### src/rtl/if_fetch_pkg.sv
// Shared constants and types for the instruction-fetch front end.
package if_fetch_pkg;

  localparam logic [31:0] RESET_PC_DEF = 32'h0000_0000;
  localparam logic [31:0] NOP_INSTR    = 32'h0000_0013;
  localparam logic [31:0] PC_STEP      = 32'd4;

  // Which source drives the ROM address this cycle, highest priority first.
  typedef enum logic [1:0] {
    SEL_REDIRECT,
    SEL_REPLAY,
    SEL_FETCH,
    SEL_IDLE
  } issue_sel_e;

endpackage

### src/rtl/if_fetch.sv
// Instruction-fetch front end: drives the synchronous instruction ROM,
// tags each returned word with its PC and hands it to decode via valid/ready.
module if_fetch
  import if_fetch_pkg::*;
#(
  parameter logic [31:0] RESET_PC = RESET_PC_DEF,
  parameter int unsigned ADDR_W   = 10
) (
  input  logic              clk,
  input  logic              rst_n,
  input  logic              fetch_en,
  input  logic              redirect_valid,
  input  logic [31:0]       redirect_pc,
  output logic [ADDR_W-1:0] rom_addr,
  input  logic [31:0]       rom_instr,
  input  logic              id_ready,
  output logic              if_valid,
  output logic [31:0]       if_instr,
  output logic [31:0]       if_pc,
  output logic [31:0]       fetch_cnt
);

  logic [31:0] pc_q, pc_d;
  logic [31:0] rsp_pc_q, rsp_pc_d;
  logic        rsp_vld_q, rsp_vld_d;
  logic [31:0] cnt_q, cnt_d;

  issue_sel_e  issue_sel;
  logic [31:0] issue_pc;

  // Pick the issue source: redirect beats a stalled replay, which beats a new fetch.
  always_comb begin
    issue_sel = SEL_IDLE;
    issue_pc  = pc_q;
    if (redirect_valid) begin
      issue_sel = SEL_REDIRECT;
      issue_pc  = redirect_pc & ~32'd3;
    end else if (rsp_vld_q && !id_ready) begin
      issue_sel = SEL_REPLAY;
      issue_pc  = rsp_pc_q;
    end else if (fetch_en) begin
      issue_sel = SEL_FETCH;
      issue_pc  = pc_q;
    end
  end

  // Next-state for PC, response tag and accepted-word counter.
  always_comb begin
    pc_d      = pc_q;
    rsp_pc_d  = rsp_pc_q;
    rsp_vld_d = rsp_vld_q;
    cnt_d     = cnt_q;
    unique case (issue_sel)
      SEL_REDIRECT, SEL_FETCH: begin
        rsp_pc_d  = issue_pc;
        rsp_vld_d = 1'b1;
        pc_d      = issue_pc + PC_STEP;
      end
      SEL_REPLAY: begin
        rsp_vld_d = rsp_vld_q;
      end
      default: begin
        rsp_vld_d = 1'b0;
      end
    endcase
    if (if_valid && id_ready) begin
      cnt_d = cnt_q + 32'd1;
    end
  end

  // State registers, cleared asynchronously.
  always_ff @(posedge clk or negedge rst_n) begin
    if (!rst_n) begin
      pc_q      <= RESET_PC;
      rsp_pc_q  <= '0;
      rsp_vld_q <= 1'b0;
      cnt_q     <= '0;
    end else begin
      pc_q      <= pc_d;
      rsp_pc_q  <= rsp_pc_d;
      rsp_vld_q <= rsp_vld_d;
      cnt_q     <= cnt_d;
    end
  end

  // Word address aliases modulo the ROM depth; a redirect kills the word on the output.
  assign rom_addr  = issue_pc[ADDR_W+1:2];
  assign if_valid  = rsp_vld_q & ~redirect_valid;
  assign if_instr  = rom_instr;
  assign if_pc     = rsp_pc_q;
  assign fetch_cnt = cnt_q;

endmodule

### config.mk
export PLATFORM = sky130hd
export DESIGN_NAME = if_fetch
export DESIGN_NICKNAME = d
export VERILOG_FILES = /design/src/rtl/if_fetch_pkg.sv /design/src/rtl/if_fetch.sv
export SDC_FILE = /design/constraint.sdc
export NUM_CORES = 1
export LEC_CHECK = 0
export ABC_CLOCK_PERIOD_IN_PS = 5600
export CAP_MARGIN = 20
export CORE_ASPECT_RATIO = 1.75
export CORE_MARGIN = 4
export CORE_UTILIZATION = 51
export CTS_CLUSTER_DIAMETER = 40
export DETAILED_ROUTE_END_ITERATION = 10
export PLACE_DENSITY_LB_ADDON = 0.15
export SYNTH_ARGS = -nofsm -noshare
export SYNTH_HDL_FRONTEND = slang
export SYNTH_SLANG_ARGS = --single-unit
### constraint.sdc
create_clock -name clk -period 5.6 [get_ports clk]
set_input_delay 1.12 -clock clk [delete_from_list [all_inputs] [get_ports clk]]
set_output_delay 1.12 -clock clk [all_outputs]
set_load 0.02 [all_outputs]
== Word level (Yosys, flattened, before mapping) ==
Cells that the tools add are included.

* Word-level logic and storage cells: 21
* Output and inout port bits: 107
* Register bits: 97

* Equality and inequality tests: 2
* Multiplexer cells: 6
* Reduce and logical (&&, ||, !) cells: 5
* Add/subtract/negate cells: 2
* Bitwise gates (word level): 2

{| class="wikitable"
|+ Operators by type and width
! operator !! count
|-
| 32-bit two-way mux || 2
|-
| 32-bit by 1-bit adder with 32-bit output, second input constant || 1
|-
| 32-bit by 3-bit adder with 32-bit output, second input constant || 1
|-
| 2-bit two-way mux || 2
|-
| 2-bit by 1-bit equality test with 1-bit output, second input constant || 1
|-
| 2-bit equality test, second input constant || 1
|-
| 1-bit logical AND || 2
|-
| 2-bit zero test || 1
|-
| 1-bit one-hot mux with 2 select lines || 1
|-
| 2-bit OR reduction || 1
|-
| 1-bit bitwise AND || 1
|-
| 1-bit zero test || 1
|-
| 1-bit two-way mux || 1
|-
| 1-bit inverter || 1
|}

== Logic depth before layout (Yosys ltp) ==
* Word-level depth: 7
* Gate-level depth with buffers: 11

== Worst setup path before layout ==
Ideal clock, no wire load.

* Path kind: in2out
* Start point: input port redirect_valid
* End point: output port rom_addr[4]
* Data required time: 4480 ps
* Buffers on the path: 4
* Setup slack: 2291 ps
* Data arrival time: 2189 ps
* Stages: 6
* Path through: buf_6 > buf_6 > buf_2 > and2_0 > a311o_1 > buf_4

* Word-level cells in the longest chain between the ends: 1

{| class="wikitable"
|+ Ends and longest elaborated chain
! element !! line !! source
|-
| start, declared || if_fetch.sv:12 || <nowiki>input logic redirect_valid,</nowiki>
|-
| 32-bit two-way mux || if_fetch.sv:35 || <nowiki>if (redirect_valid) begin</nowiki>
|-
| end, declared || if_fetch.sv:14 || <nowiki>output logic [ADDR_W-1:0] rom_addr,</nowiki>
|}

No other way between the ends.

== Worst setup path in the final report ==
* Start point: input port id_ready
* End point: output port rom_addr[9]

* Word-level cells in the longest chain between the ends: 4

{| class="wikitable"
|+ Ends and longest elaborated chain
! element !! line !! source
|-
| start, declared || if_fetch.sv:16 || <nowiki>input logic id_ready,</nowiki>
|-
| 1-bit zero test || if_fetch.sv:38 || <nowiki>end else if (rsp_vld_q && !id_ready) begin</nowiki>
|-
| 1-bit logical AND || if_fetch.sv:38 ||
|-
| 32-bit two-way mux || if_fetch.sv:38 ||
|-
| 32-bit two-way mux || if_fetch.sv:35 ||
|}

No other way between the ends.

==> implementation parameters <==
Parameter                              Value

Outcome
  Status ... finished, final reports clean

Finish
  Share of the core filled with cells in the final layout ... a little over three fifths
  Sequential cell area ... 0.00233 mm^2
  Post-layout instance area ... 0.00655 mm^2
  Final layout net count ... 709
  Share of layout cells above drive strength 1 ... under 10%
  Area taken by multi-input logic gates ... 0.00255 mm^2
  Diodes inserted ... 0
  Count of placed standard cells in the final layout, fillers left out ... 770
  Growth of design area from synthesis to finish ... 20.4%
  Fill count ... 862

GRT
  Maximum number of pins on one net before global-route repair ... 56
  Initial antenna violation count ... 0
  Total global routing track utilization ... 22.6%
  Via count of the first global-routing pass ... about 4400
  Remaining global-route overflow ... 0
  First-pass GRT wire length ... 22000 um

Placed design
  Placed wire-length estimate after detailed placement ... between 9000 and 10000 um
  Placed instance area ... 0.00622 mm^2
  Placed cell count ... around 750
  Routability-driven placement congestion ratio ... roughly 0.85
  PortBufs ... between 100 and 150

STA
  Final worst clock skew ... around 0.010 ns
  Worst-margin pin slew ... between 0.8 and 0.9 ns
  Min Tclk post-route ... roughly 4.5 ns
  Final-layout worst hold slack ... 0.477 ns
  Fmax achieved ... around 220 MHz
  Ratio of final minimum period to clock period ... around four fifths
  Final setup violation count ... 0
  TNS Setup ... 0 ns
  Max_slew headroom ... around 44%
  Final number of hold-violating endpoints ... 0
  Max Transition Viols Final ... 0
  RSZ-0062 raised after global routing ... no

Clock tree
  Worst-skew pair later-pin latency ... approximately 0.35 ns
  Number of buffers inserted to repair setup after CTS ... 0
  Clock-pin transition on the worst setup and hold timing paths ... around 0.07 ns
  Clock tree root buffer cell ... clkbuf_16
  H-Tree Depth ... 3
  CTS Buf Count ... 9
  Maximum number of buffers from clock root to sink ... 2
  Post-CTS Hold Buffers ... 0
  Clock sink total ... 93
  TritonCTS clock tree ... yes
  PostCTS Resize Cnt ... 0

Setup path
  Signal arrival time at the worst endpoint ... approximately 3.4 ns
  Cell type of the slowest stage on the worst timing path ... clkdlybuf4s50_1
  Critical Setup Path Class ... in2out
  Peak per-stage delay on the critical path ... approximately 0.70 ns
  Reg2reg start ... rsp_vld_q$_DFFE_PN0P_
  Launching element type of the critical path ... input port
  Number of cells traversed by the worst register-to-register path ... 9
  Cell-by-cell trace of the critical path ... clkdlybuf4s50_1 -> nand2b_1 -> a221oi_2 -> clkdlybuf4s50_1
  Endpoint kind of the worst setup timing path ... primary output
  Worst path required time ... about 4.5 ns
  Crit Path Max Fanout ... 17
  Worst reg2reg endpoint ... pc_q[28]$_DFFE_PN0P_
  Most frequent CP cell ... clkdlybuf4s50_1
  Worst-case register-to-register setup slack ... roughly 2.4 ns

Die
  Horiz. Die Dim ... around 86 um
  Row Count ... approximately 50
  Die Footprint ... about 0.012 mm^2
  Initial standard-cell utilization of the core ... ~53%
  Die Y-Extent ... 145 um
  Core outline area ... around 0.010 mm^2
  Number of I/O pins ... around 180

Drt
  Vias ... roughly 4300
  Detail Route Antenna Nets ... 0
  Drt first-iter violations ... between 150 and 200
  Routed length per placed instance ... between 15 and 20 um
  Average vias per placed instance ... between 5 and 6
  Number of DRC violations after detailed routing ... 0
  Detailed-routing iteration count for the pre-antenna-repair pass ... 4
  Routed Wire Length ... roughly 13000 um

Min path
  Count of cells along the worst hold path ... 2
  Hold-critical path endpoint ... pc_q[3]$_DFFE_PN0P_
  HP Start ... pc_q[3]$_DFFE_PN0P_
  Path class of the lowest-slack min-delay path ... reg2reg

Yosys
  Count of yosys warnings during synthesis ... 0
  Number of distinct library cells after synthesis ... 60
  Flip-flop cell with the highest count after synthesis ... dfrtp_1
  Sequential share of the synthesized area ... 42.8%
  Largest cells by area after synthesis ... dfrtp_1 (43%), nand2_1 (8.4%), xnor2_1 (6.6%)
  Number of flip-flops and latches in the synthesized netlist ... 93
  Fraction of registers with async set or reset after synthesis ... between 90% and 100%
  Post-synth EDFFs ... 0
  Area fraction of the dominant cell type after synthesis ... approximately 43%
  Library cell occupying the most area in the post-synthesis netlist ... dfrtp_1
  Netlist area before placement ... around 0.0054 mm^2
  Synthesized instance count ... 586
  Mean Syn Cell Area ... around 9.3 um^2

Power
  Maximum resistive drop on vdd ... about 0.00023 V
  PwrDens ... 310 mW/mm^2
  Static leakage ... 2.77 nW

Flow run
  Maximum Capacitance Violations ... 0
[critical path: cells and delay by family]
| kind | cells | cell delay (ns) |
|---|---|---|
| simple gates | 1 | 0.54 |
| compound gates | 1 | 0.62 |
| buf+inv | 2 | 1.14 |
[cell usage after synthesis, types with 6 or more instances]
cell      number
nand2_1      122
dfrtp_1       93
buf_4         45
xnor2_1       41
o21ai_0       32
nor2_1        28
nand3_1       17
clkbuf_1      16
xor2_1        14
inv_1         13
nand4_1       11
mux2i_1        9
and2_1         8
buf_2          8
nor4b_1        8
a311o_1        7
and3_1         7
nor3_1         7
nor4bb_1       7
a21oi_1        6
and4_1         6
buf_6          6
[worst max path at each step]
stage | from | slack (ns) | depth (start not counted) | endpoint
final | id_ready | 1.06 | 4 | rom_addr[9]
after global routing | id_ready | 0.90 | 5 | rom_addr[0]
after CTS | id_ready | 1.04 | 4 | rom_addr[9]
after detailed placement | id_ready | 1.03 | 4 | rom_addr[9]
after global placement | id_ready | 1.03 | 4 | rom_addr[9]
after floorplan | redirect_valid | 2.29 | 6 | rom_addr[4]
[per-layer routing]
| layer | up-vias | wire length, um | track usage (%) |
|---|---|---|---|
| met5 | - | 0 | 0 |
| met4 | 0 | 342 | 11.1 |
| met3 | 34 | 668 | 3.48 |
| met2 | 128 | 7090 | 38.8 |
| met1 | 2110 | 5380 | 27.3 |
| li1 | 2066 | - | - |
[cell families after synthesis]
logic type | synth area share, %
AO/OA/AOI/OAI | 10.5
adder cells (fa/ha/maj) | 0.460
buffers and inverters | 10.7
XOR/XNOR | 8.85
other | 0.0689
multiplexers | 3.31
AND/OR/NAND/NOR | 23.4
flip-flops | 42.8
[layout by cell type, fill, tap and decap left out, types with 4 or more instances in the layout]
| cell | synthesis | final |
|---|---|---|
| a21oi_1 | 6 | 5 |
| a221o_1 | 5 | 5 |
| a221oi_2 | 5 | 5 |
| a311o_1 | 7 | 7 |
| and2_0 | 4 | 4 |
| and2_1 | 8 | 8 |
| and3_1 | 7 | 7 |
| and4_1 | 6 | 6 |
| buf_4 | 45 | 10 |
| clkbuf_16 | 0 | 9 |
| clkdlybuf4s50_1 | 0 | 105 |
| dfrtp_1 | 93 | 93 |
| inv_1 | 13 | 13 |
| mux2_2 | 5 | 5 |
| mux2i_1 | 9 | 9 |
| nand2_1 | 122 | 122 |
| nand3_1 | 17 | 17 |
| nand4_1 | 11 | 11 |
| nor2_1 | 28 | 28 |
| nor3_1 | 7 | 7 |
| nor4_1 | 4 | 4 |
| nor4b_1 | 8 | 8 |
| nor4bb_1 | 7 | 7 |
| o21ai_0 | 32 | 32 |
| xnor2_1 | 41 | 41 |
| xor2_1 | 14 | 14 |
[report_power, final]
group / switching, mW / internal, mW
sequential: 0.0769 / 0.761
clock: 0.274 / 0.396
combinational: 0.284 / 0.240
total: 0.635 / 1.40
[registers in the layout (all words and copies together) (netlist names)]
register and cells:
rsp_vld_q 1, fetch_cnt 32, if_pc 30, pc_q 30
[layout make-up]
type	count	area share [%]
Multi-Input combinational cell	402	38.9
Timing Repair Buffer	116	17.3
Clock inverter	6	1.43
Tap cell	127	2.43
Sequential cell	93	35.5
Clock buffer	10	3.50
Inverter	16	0.917
[metrics by stage]
step	setup slack [ns]	power, mW
finish	1.06	2.03
global route	0.899	2.13
CTS	1.04	2.05
detailed placement	1.03	1.38
global placement	1.03	1.36
floorplan	2.29	1.19
(Power assumes the default switching activity.)
